==> src/rtl/imem_uart_loader_pkg.sv <==
// Shared definitions for the UART-fed instruction memory loader.
// Latency: n/a (types and constants only).
// Backpressure: n/a.
package imem_uart_loader_pkg;

    localparam int DEF_ADDR_WIDTH = 10;
    localparam int DEF_DATA_WIDTH = 32;

    // Word count header length in bytes, sent MSB first.
    localparam int HDR_BYTES = 2;
    localparam int LEN_W     = HDR_BYTES * 8;

    typedef enum logic [2:0] {
        ST_IDLE   = 3'd0,
        ST_LEN_HI = 3'd1,
        ST_LEN_LO = 3'd2,
        ST_DATA   = 3'd3,
        ST_DONE   = 3'd4,
        ST_ERROR  = 3'd5
    } state_e;

    function automatic int bytes_per_word(input int data_width);
        return data_width / 8;
    endfunction

endpackage

==> src/rtl/imem_uart_loader_if.sv <==
// Bundles the loader's control, UART byte stream and memory write port.
// Latency: n/a (wires only).
// Backpressure: none; the UART strobe and memory port are push-only.
interface imem_uart_loader_if #(
    parameter int ADDR_WIDTH = 10,
    parameter int DATA_WIDTH = 32
);
    logic                  start;
    logic [7:0]            rx_data;
    logic                  rx_done;
    logic                  mem_we;
    logic [ADDR_WIDTH-1:0] mem_addr;
    logic [DATA_WIDTH-1:0] mem_data;
    logic                  cpu_hold;
    logic                  busy;
    logic                  load_done;
    logic                  load_error;

    // Loader side.
    modport slave (
        input  start, rx_data, rx_done,
        output mem_we, mem_addr, mem_data, cpu_hold, busy, load_done, load_error
    );

    // Environment side (UART receiver, memory, CPU control).
    modport master (
        output start, rx_data, rx_done,
        input  mem_we, mem_addr, mem_data, cpu_hold, busy, load_done, load_error
    );
endinterface

==> src/rtl/imem_uart_loader_word_assembler.sv <==
// Packs incoming bytes MSB-first into a word and flags the final byte.
// Latency: word_dat_o/word_rdy_o are combinational with the last byte strobe.
// Backpressure: none; every byte_vld_i is consumed.
module imem_uart_loader_word_assembler
    import imem_uart_loader_pkg::*;
#(
    parameter int DATA_WIDTH = DEF_DATA_WIDTH
) (
    input  logic                  clock,
    input  logic                  reset_n,
    input  logic                  clear_i,
    input  logic                  byte_vld_i,
    input  logic [7:0]            byte_dat_i,
    output logic [DATA_WIDTH-1:0] word_dat_o,
    output logic                  word_rdy_o
);
    localparam int BPW   = bytes_per_word(DATA_WIDTH);
    localparam int IDX_W = (BPW > 1) ? $clog2(BPW) : 1;

    logic [DATA_WIDTH-1:0] shift_q, shift_d;
    logic [IDX_W-1:0]      idx_q, idx_d;

    // The word including the byte on the wire this cycle, so the owner can
    // capture the complete word on the same edge as the last byte.
    assign word_dat_o = (shift_q << 8) | DATA_WIDTH'(byte_dat_i);
    assign word_rdy_o = byte_vld_i && (idx_q == IDX_W'(BPW - 1));

    // Shift in each accepted byte; the index wraps after a full word.
    always_comb begin
        shift_d = shift_q;
        idx_d   = idx_q;
        if (clear_i) begin
            idx_d = '0;
        end else if (byte_vld_i) begin
            shift_d = word_dat_o;
            idx_d   = word_rdy_o ? '0 : idx_q + 1'b1;
        end
    end

    // Assembly state registers.
    always_ff @(posedge clock) begin
        if (!reset_n) begin
            shift_q <= '0;
            idx_q   <= '0;
        end else begin
            shift_q <= shift_d;
            idx_q   <= idx_d;
        end
    end

endmodule

==> src/rtl/imem_uart_loader.sv <==
// Loads a UART program image (16-bit word count + big-endian words) into imem port A.
// Latency: mem_we the cycle after a word's last byte; load_done one cycle after that.
// Backpressure: none; the UART cannot be stalled, so every strobe in a load state is consumed.
module imem_uart_loader
    import imem_uart_loader_pkg::*;
#(
    parameter int ADDR_WIDTH = DEF_ADDR_WIDTH,
    parameter int DATA_WIDTH = DEF_DATA_WIDTH
) (
    input  logic               clock,
    input  logic               reset_n,
    imem_uart_loader_if.slave  ldr
);
    localparam int MAX_WORDS = 2 ** ADDR_WIDTH;

    state_e                state_q, state_d;
    logic [7:0]            len_hi_q, len_hi_d;
    logic [LEN_W-1:0]      remaining_q, remaining_d;
    logic [ADDR_WIDTH-1:0] addr_q, addr_d;
    logic                  mem_we_q, mem_we_d;
    logic [DATA_WIDTH-1:0] mem_data_q, mem_data_d;
    logic                  err_q, err_d;

    logic                  asm_clear;
    logic                  asm_byte_vld;
    logic [DATA_WIDTH-1:0] asm_word;
    logic                  asm_word_rdy;
    logic [LEN_W-1:0]      len_word;

    assign asm_byte_vld = ldr.rx_done && (state_q == ST_DATA);
    assign len_word     = {len_hi_q, ldr.rx_data};

    imem_uart_loader_word_assembler #(
        .DATA_WIDTH (DATA_WIDTH)
    ) u_asm (
        .clock      (clock),
        .reset_n    (reset_n),
        .clear_i    (asm_clear),
        .byte_vld_i (asm_byte_vld),
        .byte_dat_i (ldr.rx_data),
        .word_dat_o (asm_word),
        .word_rdy_o (asm_word_rdy)
    );

    // Next-state logic: header parsing, word writes and end-of-image detection.
    always_comb begin
        state_d     = state_q;
        len_hi_d    = len_hi_q;
        remaining_d = remaining_q;
        addr_d      = addr_q;
        mem_we_d    = 1'b0;
        mem_data_d  = mem_data_q;
        err_d       = err_q;
        asm_clear   = 1'b0;
        case (state_q)
            ST_IDLE, ST_ERROR: begin
                if (ldr.start) begin
                    state_d   = ST_LEN_HI;
                    err_d     = 1'b0;
                    addr_d    = '0;
                    asm_clear = 1'b1;
                end
            end
            ST_LEN_HI: begin
                if (ldr.rx_done) begin
                    len_hi_d = ldr.rx_data;
                    state_d  = ST_LEN_LO;
                end
            end
            ST_LEN_LO: begin
                if (ldr.rx_done) begin
                    remaining_d = len_word;
                    if (len_word == '0) begin
                        state_d = ST_DONE;
                    end else if (int'(len_word) > MAX_WORDS) begin
                        state_d = ST_ERROR;
                        err_d   = 1'b1;
                    end else begin
                        state_d = ST_DATA;
                    end
                end
            end
            ST_DATA: begin
                if (asm_word_rdy) begin
                    mem_we_d   = 1'b1;
                    mem_data_d = asm_word;
                end
                // Address and count advance at the end of the write cycle so
                // mem_addr is stable for the whole mem_we pulse. A full memory
                // wraps the address back to 0 on the final, unused increment.
                if (mem_we_q) begin
                    addr_d      = addr_q + 1'b1;
                    remaining_d = remaining_q - 1'b1;
                    if (remaining_q == LEN_W'(1)) begin
                        state_d = ST_DONE;
                    end
                end
            end
            ST_DONE: begin
                state_d = ST_IDLE;
            end
            default: begin
                state_d = ST_IDLE;
            end
        endcase
    end

    // State and memory-interface registers; reset abandons any load in flight.
    always_ff @(posedge clock) begin
        if (!reset_n) begin
            state_q     <= ST_IDLE;
            len_hi_q    <= '0;
            remaining_q <= '0;
            addr_q      <= '0;
            mem_we_q    <= 1'b0;
            mem_data_q  <= '0;
            err_q       <= 1'b0;
        end else begin
            state_q     <= state_d;
            len_hi_q    <= len_hi_d;
            remaining_q <= remaining_d;
            addr_q      <= addr_d;
            mem_we_q    <= mem_we_d;
            mem_data_q  <= mem_data_d;
            err_q       <= err_d;
        end
    end

    assign ldr.mem_we     = mem_we_q;
    assign ldr.mem_addr   = addr_q;
    assign ldr.mem_data   = mem_data_q;
    assign ldr.cpu_hold   = (state_q == ST_LEN_HI) || (state_q == ST_LEN_LO) || (state_q == ST_DATA);
    assign ldr.busy       = (state_q != ST_IDLE);
    assign ldr.load_done  = (state_q == ST_DONE);
    assign ldr.load_error = err_q;

endmodule

==> src/flat_wrapper.sv <==
// flat-port wrapper written by rule: the top's interface ports become plain ports
module imem_uart_loader_flat import imem_uart_loader_pkg::*;
#(
    parameter int ADDR_WIDTH = DEF_ADDR_WIDTH,
    parameter int DATA_WIDTH = DEF_DATA_WIDTH
)
  (clock, reset_n, ldr_start, ldr_rx_data, ldr_rx_done, ldr_mem_we, ldr_mem_addr, ldr_mem_data, ldr_cpu_hold, ldr_busy, ldr_load_done, ldr_load_error);
  imem_uart_loader_if #(.ADDR_WIDTH(ADDR_WIDTH), .DATA_WIDTH(DATA_WIDTH)) ldr_i ();
  input  logic clock;
  input  logic reset_n;
  input wire logic [$bits(ldr_i.start)-1:0] ldr_start;
  input wire logic [$bits(ldr_i.rx_data)-1:0] ldr_rx_data;
  input wire logic [$bits(ldr_i.rx_done)-1:0] ldr_rx_done;
  output wire logic [$bits(ldr_i.mem_we)-1:0] ldr_mem_we;
  output wire logic [$bits(ldr_i.mem_addr)-1:0] ldr_mem_addr;
  output wire logic [$bits(ldr_i.mem_data)-1:0] ldr_mem_data;
  output wire logic [$bits(ldr_i.cpu_hold)-1:0] ldr_cpu_hold;
  output wire logic [$bits(ldr_i.busy)-1:0] ldr_busy;
  output wire logic [$bits(ldr_i.load_done)-1:0] ldr_load_done;
  output wire logic [$bits(ldr_i.load_error)-1:0] ldr_load_error;
  assign ldr_i.start = ldr_start;
  assign ldr_i.rx_data = ldr_rx_data;
  assign ldr_i.rx_done = ldr_rx_done;
  assign ldr_mem_we = ldr_i.mem_we;
  assign ldr_mem_addr = ldr_i.mem_addr;
  assign ldr_mem_data = ldr_i.mem_data;
  assign ldr_cpu_hold = ldr_i.cpu_hold;
  assign ldr_busy = ldr_i.busy;
  assign ldr_load_done = ldr_i.load_done;
  assign ldr_load_error = ldr_i.load_error;
  imem_uart_loader #(.ADDR_WIDTH(ADDR_WIDTH), .DATA_WIDTH(DATA_WIDTH)) u_core (.clock(clock), .reset_n(reset_n), .ldr(ldr_i));
endmodule
==> config.mk <==
export PLATFORM = sky130hd
export DESIGN_NAME = imem_uart_loader_flat
export DESIGN_NICKNAME = d
export VERILOG_FILES = /design/src/rtl/imem_uart_loader_pkg.sv /design/src/rtl/imem_uart_loader_if.sv /design/src/rtl/imem_uart_loader_word_assembler.sv /design/src/rtl/imem_uart_loader.sv /design/src/flat_wrapper.sv
export SDC_FILE = /design/constraint.sdc
export NUM_CORES = 1
export LEC_CHECK = 0
export CORE_AREA = 3 3 132 134
export DETAILED_ROUTE_END_ITERATION = 12
export DIE_AREA = 0 0 135 137
export PLACE_DENSITY = 0.52
export SLEW_MARGIN = 20
export SYNTH_ARGS = -nofsm -noshare
export SYNTH_HDL_FRONTEND = slang
export SYNTH_SLANG_ARGS = --single-unit
==> constraint.sdc <==
create_clock -name clock -period 5.9 [get_ports clock]
set_clock_uncertainty 0.05 [all_clocks]
set_input_delay 1.77 -clock clock [delete_from_list [all_inputs] [get_ports clock]]
set_output_delay 1.77 -clock clock [all_outputs]
set_load 0.1 [all_outputs]
==> results of run 1 <==
-- flip-flops by register name (all words and copies together) (netlist names) --
signal,cells
u_core.u_asm.idx_q,2
u_core.ldr.load_error,1
u_core.ldr.mem_addr,10
u_core.ldr.mem_we,1
u_core.remaining_q,16
u_core.len_hi_q,8
u_core.ldr.mem_data,32
u_core.state_q,3
u_core.u_asm.shift_q,24
-- power by group through the flow --
stage,combinational [uW],clock [uW],sequential [uW]
after CTS,360,639,721
after detailed placement,358,0,736
after floorplan,295,0,708
final,361,620,722
after global routing,394,662,727
after global placement,352,0,735
-- final cells by class --
class	instances	area, sq um
Timing Repair Buffer	61	603.1
Multi-Input combinational cell	412	2126
Tap cell	220	275.3
Fill cell	1722	11130
Clock buffer	9	225.2
Clock inverter	7	85.08
Inverter	6	22.52
Sequential cell	97	1942
-- tightest hold or removal path: cells and delay by family (launching register included) --
| family | cells | cell delay (ps) |
|---|---|---|
| flip-flops | 1 | 310 |
| AND/OR/NAND/NOR | 1 | 50 |
| AO/OA/AOI/OAI | 1 | 50 |
-- placed cells by master (no fill, tap or decap), types with 2 or more instances in the layout --
cell,count
nand2_1,159
dfxtp_1,97
a21oi_1,82
clkdlybuf4s50_1,58
nor2_1,36
o21ai_0,23
nor3_1,9
clkbuf_16,9
nand3_1,7
nand2b_1,6
nor4_1,6
inv_1,5
o211ai_1,5
xor2_1,5
clkinv_2,5
or3_1,4
nand3b_1,4
o21a_1,4
nand4_1,4
a32o_1,4
ha_1,4
and2_1,3
xnor2_1,3
nor3b_1,3
a31oi_1,3
or4_1,3
a22o_1,3
buf_4,3
a21o_1,2
a211oi_1,2
bufinv_16,2
-- worst paths after layout --
check / from / to / slack [ps] / cells after the start
max reg2reg: u_core.state_q[0] / u_core.ldr.mem_data[4] / 2820 / 6
min: u_core.ldr.mem_data[0] / u_core.ldr.mem_data[0] / 400 / 2
min reg2reg: u_core.ldr.mem_data[0] / u_core.ldr.mem_data[0] / 400 / 2
max: u_core.state_q[0] / ldr_cpu_hold / 1650 / 3
-- per-layer routing --
metal / global-route usage (%) / routed length [um] / vias to the layer above
li1: - / - / 1952
met1: 16.99 / 5455 / 1844
met2: 19.21 / 5372 / 102
met3: 3.346 / 590 / 10
met4: 3.024 / 99 / 0
met5: 0 / 0 / -
-- cells by family (layout without fill, tap and decap cells) --
logic type	after synthesis	count (layout)	synth area share (%)
buffers and inverters	40	83	3.793
DFF	97	97	45.99
and+or+nand+nor	259	259	27.79
adders and majority gates	4	4	1.185
xor gates and xnor gates	8	8	1.659
AOI/OAI and AO/OA	141	141	19.59
-- through the flow --
stage          power (uW)  hold WS [ps]  instances  area (sq um)
2_1_floorplan        1003         382.1        549          4223
3_3_place_gp         1086         393.9        796          4964
3_5_place_dp         1094         396.7        796          4964
4_1_cts              1719         405.6        812          5274
5_1_grt              1783         425.6        812          5279
6_report             1703         401.9        812          5279
==> reports/results.tsv, run 1 <==
metric	value	unit
Area contributors post-synth	dfxtp_1, nand2_1, a21oi_1, nor2_1, o21ai_0	
Avg WL per Cell	14.18	um
Synth cell types	54	
largest net degree at the start of global routing	40	
Ant. Diodes	0	
Buf/Inv on CP	1	
Net Sw Power	537.6	uW
maximum capacitance violations	0	
cts repair resizes	0	
post-CTS setup buffer count	0	
clock network power share	36.4	%
ANT nets after route	0	
Slew Viols, Final	0	
Comb pwr share	21.2	%
CP Cell Sequence	nor2_1 -> nor2_1 -> clkdlybuf4s50_1	
Seq pwr share	42.4	%
Lkg Pwr	0.001730	uW
top cells by count, synth	nand2_1, dfxtp_1, a21oi_1	
cell taking the most area after synthesis	dfxtp_1	
outcome	finished clean	
Remaining Overflow, GRT	0	
IO Pins	59	
Iter 0 DRT Violations	254	
worst-case clock buffer depth	2	
GP Congestion	0.8116	
fin util	32.17	%
Slowest-stage cell, CP	clkdlybuf4s50_1	
Initial Util	25.74	%
Pwr Density	322.5	nW/um^2
WL final	11520	um
Mapped Area	4223	sq um
CP Max Fanout	18	
Max VDD drop	152.2	uV
initial antenna violation count	0	
crit path capture type	output port	
RSZ-0062 raised after global routing	no	
final hold vios	0	
Avg Inst Size Synth	7.692	sq um
TritonCTS clock tree	yes	
std cell rows	47	
via/cell ratio	4.813	
Syn Inst Count	549	
Core ar.	16410	sq um
gr usage total	12.33	%
CTS clk-pin slew, worst paths	70	ps
Slew HR	29.01	%
f_max	235.4	MHz
Worst EP required	4080	ps
ys async rst share	0	%
Yosys top cell area share	45.99	%
Final #Nets	603	
vias post-DR	3908	
clock sink count	97	
Die Area	18500	sq um
CTS buffer count	9	
first-pass GRT wire length	18450	um
CTS Root Cell	clkbuf_16	
Main synth FF type	dfxtp_1	
IO Port Bufs	58	
Sw Ratio	31.58	%
most frequent cell after synthesis	nand2_1	
Critical Path Source Type	flip-flop	
hold_buf cts	0	
Synth warnings	0	
worst slew pin tran	1062	ps
post-detailed-route DRC marker count	0	
worst setup margin	1652	ps
number of enable flip-flop cells after synthesis	0	
die extent in y	137	um
part of the Yosys area used for sequential elements	45.99	%
Layout area overhead	25.01	%
Data arrival, critical path	2430	ps
final cycle utilization of the critical path	72.00	%
Pre-Repair DR Iteration Count	5	
vias in the first global route	3606	
worst min path class	flip-flop to flip-flop	
CP dominant cell by count	nor2_1	
critical path's largest stage delay	1140	ps
crit path kind	flip-flop to output port	
later-pin clock latency in the skew report	360	ps
share of cells above drive strength 1	5.574	%
H-tree level count	3	
CP top delay family	buffers and inverters	
Post-Syn Nets	565	
final setup TNS	0	ps
Chip Width	135	um
synthesis-stage register bit count	97	
Pint	1165	uW
Final setup viols	0	
DP HPWL	7892	um
dpl ws	1615	ps
Final min period	4248	ps
Note: power is estimated with default switching activity, not from simulation.
==> inputs of run 2 (changes only) <==
Clock period 5.9 ns to 4.4 ns, I/O delays scaled along.
==> run 2 against run 1 <==
Net effect:
- core utilization shrank 0.091 points
- count of clock-buffer cells in the layout is 1 higher
- sequential share of layout area rose by 0.10 points
- critical path depth shrank 2
- critical path type unchanged
- critical endpoint is now ldr_mem_we
==> reports/results.tsv, run 2 (synthesized netlist as in run 1, its figures left out) <==
metric	value	unit	change
Layout area overhead	24.65	%	
Pwr Density	424.7	nW/um^2	+32%
final std cells w/o fill	814		+0.25%
f_max	287.6	MHz	
CTS buffer count	9		unchanged
ANT nets after route	0		unchanged
IO Port Bufs	58		unchanged
Final setup viols	0		unchanged
Final #Nets	606		+0.50%
gr usage total	12.75	%	+0.42 points
vias post-DR	3954		+1.2%
IO Pins	59		unchanged
Initial Util	25.74	%	unchanged
Data arrival, critical path	2110	ps	-320 ps
outcome	finished clean		
Worst EP required	3030	ps	-1050 ps
H-tree level count	3		unchanged
final cycle utilization of the critical path	79.02	%	
FILL cells	1725		+0.17%
crit path kind	flip-flop to output port		
vias in the first global route	3663		+1.6%
die extent in y	137	um	unchanged
Remaining Overflow, GRT	0		unchanged
worst slew pin tran	981.2	ps	-81.19 ps
clock network power share	34.9	%	-1.5 points
WL final	11760	um	+2.1%
Buf/Inv on CP	1		unchanged
CP top delay family	buffers and inverters		
final hold vios	0		unchanged
Largest register FFs	32		unchanged
dpl cells	799		+0.38%
later-pin clock latency in the skew report	350	ps	about the same
largest net degree at the start of global routing	61		+53%
Die Area	18500	sq um	unchanged
Chip Width	135	um	unchanged
worst min path class	flip-flop to flip-flop		
Lkg Pwr	0.001731	uW	about the same
RSZ-0062 raised after global routing	no		
cts repair resizes	0		unchanged
CTS clk-pin slew, worst paths	70	ps	about the same
commonest non-fill, non-tap cell in the layout	nand2_1		
Avg WL per Cell	14.45	um	+1.9%
CTS Root Cell	clkbuf_16		
Critical Path Source Type	flip-flop		
Max VDD drop	203.6	uV	+34%
initial antenna violation count	0		unchanged
share of cells above drive strength 1	5.892	%	+0.32 points
Slowest-stage cell, CP	clkdlybuf4s50_1		
critical path's largest stage delay	1210	ps	+70 ps
Slew HR	34.38	%	+5.4 points
Pre-Repair DR Iteration Count	4		-1
first-pass GRT wire length	18950	um	+2.7%
Ant. Diodes	0		unchanged
Core ar.	16410	sq um	unchanged
CP Max Fanout	8		-10
Iter 0 DRT Violations	331		+30%
GP Congestion	0.8120		about the same
Slew Viols, Final	0		unchanged
CP Cell Sequence	clkdlybuf4s50_1		
Comb pwr share	21.6	%	+0.4 points
TritonCTS clock tree	yes		
post-detailed-route DRC marker count	0		unchanged
hold_buf cts	0		unchanged
std cell rows	47		unchanged
Sw Ratio	32.73	%	+1.2 points
final setup TNS	0	ps	unchanged
maximum capacitance violations	0		unchanged
DP HPWL	7986	um	+1.2%
post-CTS setup buffer count	0		unchanged
clock sink count	97		unchanged
flop2flop setup slack	1620	ps	-1200 ps
Tot Pwr	2235	uW	+31%
Net Sw Power	731.7	uW	+36%
Final min period	3477	ps	
Pint	1504	uW	+29%
Seq pwr share	43.5	%	+1.1 points
via/cell ratio	4.857		+0.93%
crit path capture type	output port		
most frequent cells in the layout	nand2_1, dfxtp_1, a21oi_1		
worst-case clock buffer depth	2		unchanged
## run 2: power groups by stage
stage	Sequential, uW	Clock, uW	Combinational, uW
floorplan	949	0	396
global placement	989	0	482
detailed placement	992	0	484
CTS	972	804	486
global route	978	836	529
finish	972	781	483
## run 2: layer usage
metal | wire length (um) | track usage [%] | up-vias | part of all wire, %
met5 | 0 | 0 | - | 0
li1 | - | - | 1960 | -
met3 | 589 | 3.456 | 10 | 5.0
met1 | 5713 | 17.78 | 1874 | 49
met4 | 138 | 3.527 | 0 | 1.2
met2 | 5320 | 19.43 | 110 | 45
## run 2: path summary, 6_finish.rpt
check | startpoint | end | cells after the start
max | u_core.ldr.mem_we | ldr_mem_we | 1
min | u_core.ldr.mem_data[20] | u_core.ldr.mem_data[20] | 2
max reg2reg | u_core.state_q[0] | u_core.ldr.mem_data[21] | 7
min reg2reg | u_core.ldr.mem_data[20] | u_core.ldr.mem_data[20] | 2
## run 2: cell type report
type	instances	area, sq um	area share (%)
clock buffers	10	229.0	4.350
clock inverters	5	56.30	1.070
inverters	6	22.52	0.4279
multi-input cells	412	2121	40.29
flip-flops and latches	97	1942	36.89
well taps	220	275.3	5.229
repair buffers	64	618.1	11.74
## run 2: per-stage QoR
stage               cell area [sq um]  setup WS [ps]  utilization [%]  hold slack [ps]
finish                           5264          923.2            32.08            403.2
floorplan                        4223           1004                -            382.1
global placement                 4979          940.9            30.34            393.9
detailed placement               4979          934.6            30.34            397.7
CTS                              5264          885.4            32.08            406.1
global route                     5264          857.9            32.08            423.9
## run 2: worst min-delay path, cell delays in order (launching register included)
cell	delay, ps
dfxtp_1	300
nand2_1	50
a21oi_1	50
==> inputs of run 3 (changes only) <==
Clock period 4.4 ns to 3.45 ns, I/O delays scaled along.
==> run 3 against run 2 <==
Net effect:
- clock power rose by 57%
- combinational power rose by 32%
- first-iteration DRC count fell by 21%
- core utilization rose by 0.30 points
- final cell count rose by 0.98%
- flip-flop and latch count did not move
- worst hold slack improved by 2.9 ps
- die area did not move
- sequential share of layout area fell by 0.34 points
- critical path type is now primary input to flip-flop
- highest routed layer unchanged
==> reports/results.tsv, run 3 (synthesized netlist as in run 1, its figures left out) <==
metric	value	unit	change
CTS Root Cell	clkbuf_16		
FILL cells	1735		+0.58%
area post-placement	4946	sq um	-0.65%
Slew HR	40.79	%	+6.4 points
Die Area	18500	sq um	unchanged
ANT nets after route	0		unchanged
most frequent cells in the layout	nand2_1, dfxtp_1, a21oi_1		
share of cells above drive strength 1	14.62	%	+8.7 points
Core ar.	16410	sq um	unchanged
Worst EP required	3640	ps	+610 ps
Max VDD drop	240.2	uV	+18%
f_max	343.0	MHz	
Pwr Density	583.6	nW/um^2	+37%
Initial Util	25.74	%	unchanged
Final #Nets	613		+1.2%
std cell rows	47		unchanged
CTS buffer count	9		unchanged
IO Port Bufs	58		unchanged
TritonCTS clock tree	yes		
maximum capacitance violations	0		unchanged
Ant. Diodes	0		unchanged
Largest register FFs	32		unchanged
Data arrival, critical path	3110	ps	+1000 ps
gr usage total	12.84	%	+0.098 points
CTS clk-pin slew, worst paths	70	ps	about the same
final setup TNS	0	ps	unchanged
Final min period	2915	ps	
commonest non-fill, non-tap cell in the layout	nand2_1		
RSZ-0062 raised after global routing	no		
H-tree level count	3		unchanged
post-CTS setup buffer count	0		unchanged
Critical Path Source Type	primary input		
dpl ws	162.0	ps	-772.6 ps
via/cell ratio	4.740		-2.4%
crit path capture type	flip-flop		
vias in the first global route	3743		+2.2%
fin area	5313	sq um	+0.93%
die extent in y	137	um	unchanged
outcome	finished clean		
post-detailed-route DRC marker count	0		unchanged
Reg area	1942	sq um	unchanged
Layout area overhead	25.81	%	
IO Pins	59		unchanged
WL final	11860	um	+0.81%
CP Max Fanout	5		-3
initial antenna violation count	0		unchanged
footprint of the multi-input gates	2121	sq um	unchanged
DP HPWL	8236	um	+3.1%
cts repair resizes	0		unchanged
largest net degree at the start of global routing	73		+20%
vias post-DR	3896		-1.5%
worst slew pin tran	878.9	ps	-102.3 ps
crit path kind	primary input to flip-flop		
Pre-Repair DR Iteration Count	7		+3
Slew Viols, Final	0		unchanged
Iter 0 DRT Violations	262		-21%
clock sink count	97		unchanged
worst min path class	flip-flop to flip-flop		
worst setup margin	534.5	ps	-388.6 ps
final hold vios	0		unchanged
Final setup viols	0		unchanged
Lkg Pwr	0.001903	uW	+10%
hold_buf cts	0		unchanged
later-pin clock latency in the skew report	350	ps	about the same
first-pass GRT wire length	19020	um	+0.36%
final cycle utilization of the critical path	84.51	%	
Chip Width	135	um	unchanged
worst-case clock buffer depth	2		unchanged
Remaining Overflow, GRT	0		unchanged
GP Congestion	0.8229		+1.3%
Avg WL per Cell	14.42	um	-0.17%
[run 3: where the power goes]
part | switching, uW | leakage (uW) | internal, uW
registers | 76.2 | 0.000782 | 1160
logic | 423 | 0.000945 | 213
clock network | 446 | 0.000176 | 783
[run 3: path summary, 6_finish.rpt]
kind | startpoint | slack (ps) | cells after the start | endpoint
min reg2reg | u_core.u_asm.shift_q[20] | 410 | 2 | u_core.u_asm.shift_q[20]
max | ldr_rx_data[4] | 530 | 6 | u_core.state_q[0]
max reg2reg | u_core.state_q[0] | 1120 | 4 | u_core.remaining_q[7]
min | u_core.u_asm.shift_q[20] | 410 | 2 | u_core.u_asm.shift_q[20]
[run 3: layout make-up]
cell class	count	share of cell area, %
Timing Repair Buffer	71	11.02
Clock inverter	7	2.661
Inverter	6	0.4239
Sequential cell	97	36.55
Multi-Input combinational cell	412	39.92
Tap cell	220	5.181
Clock buffer	9	4.239
[run 3: stage by stage]
| step | total power (uW) | hold slack [ps] | std cells | util (%) |
|---|---|---|---|---|
| global placement | 1885 | 393.0 | 806 | 30.15 |
| floorplan | 1716 | 382.1 | 549 | - |
| finish | 3100 | 406.1 | 822 | 32.38 |
| detailed placement | 1891 | 399.2 | 806 | 30.15 |
| CTS | 3126 | 406.4 | 822 | 32.38 |
| global route | 3238 | 426.4 | 822 | 32.38 |
[run 3: worst max-delay path, cell delays in order]
cell and delay (ps):
clkdlybuf4s50_1 510, nor4_1 380, nand3_1 300, or4b_2 710, nand4_1 120, nand2_1 60
[run 3: metal layers]
layer / vias up / routed length [um] / GRT usage, %
li1: 1979 / - / -
met5: - / 0 / 0
met3: 13 / 531 / 3.456
met4: 0 / 147 / 3.303
met2: 91 / 5316 / 19.87
met1: 1813 / 5860 / 17.79
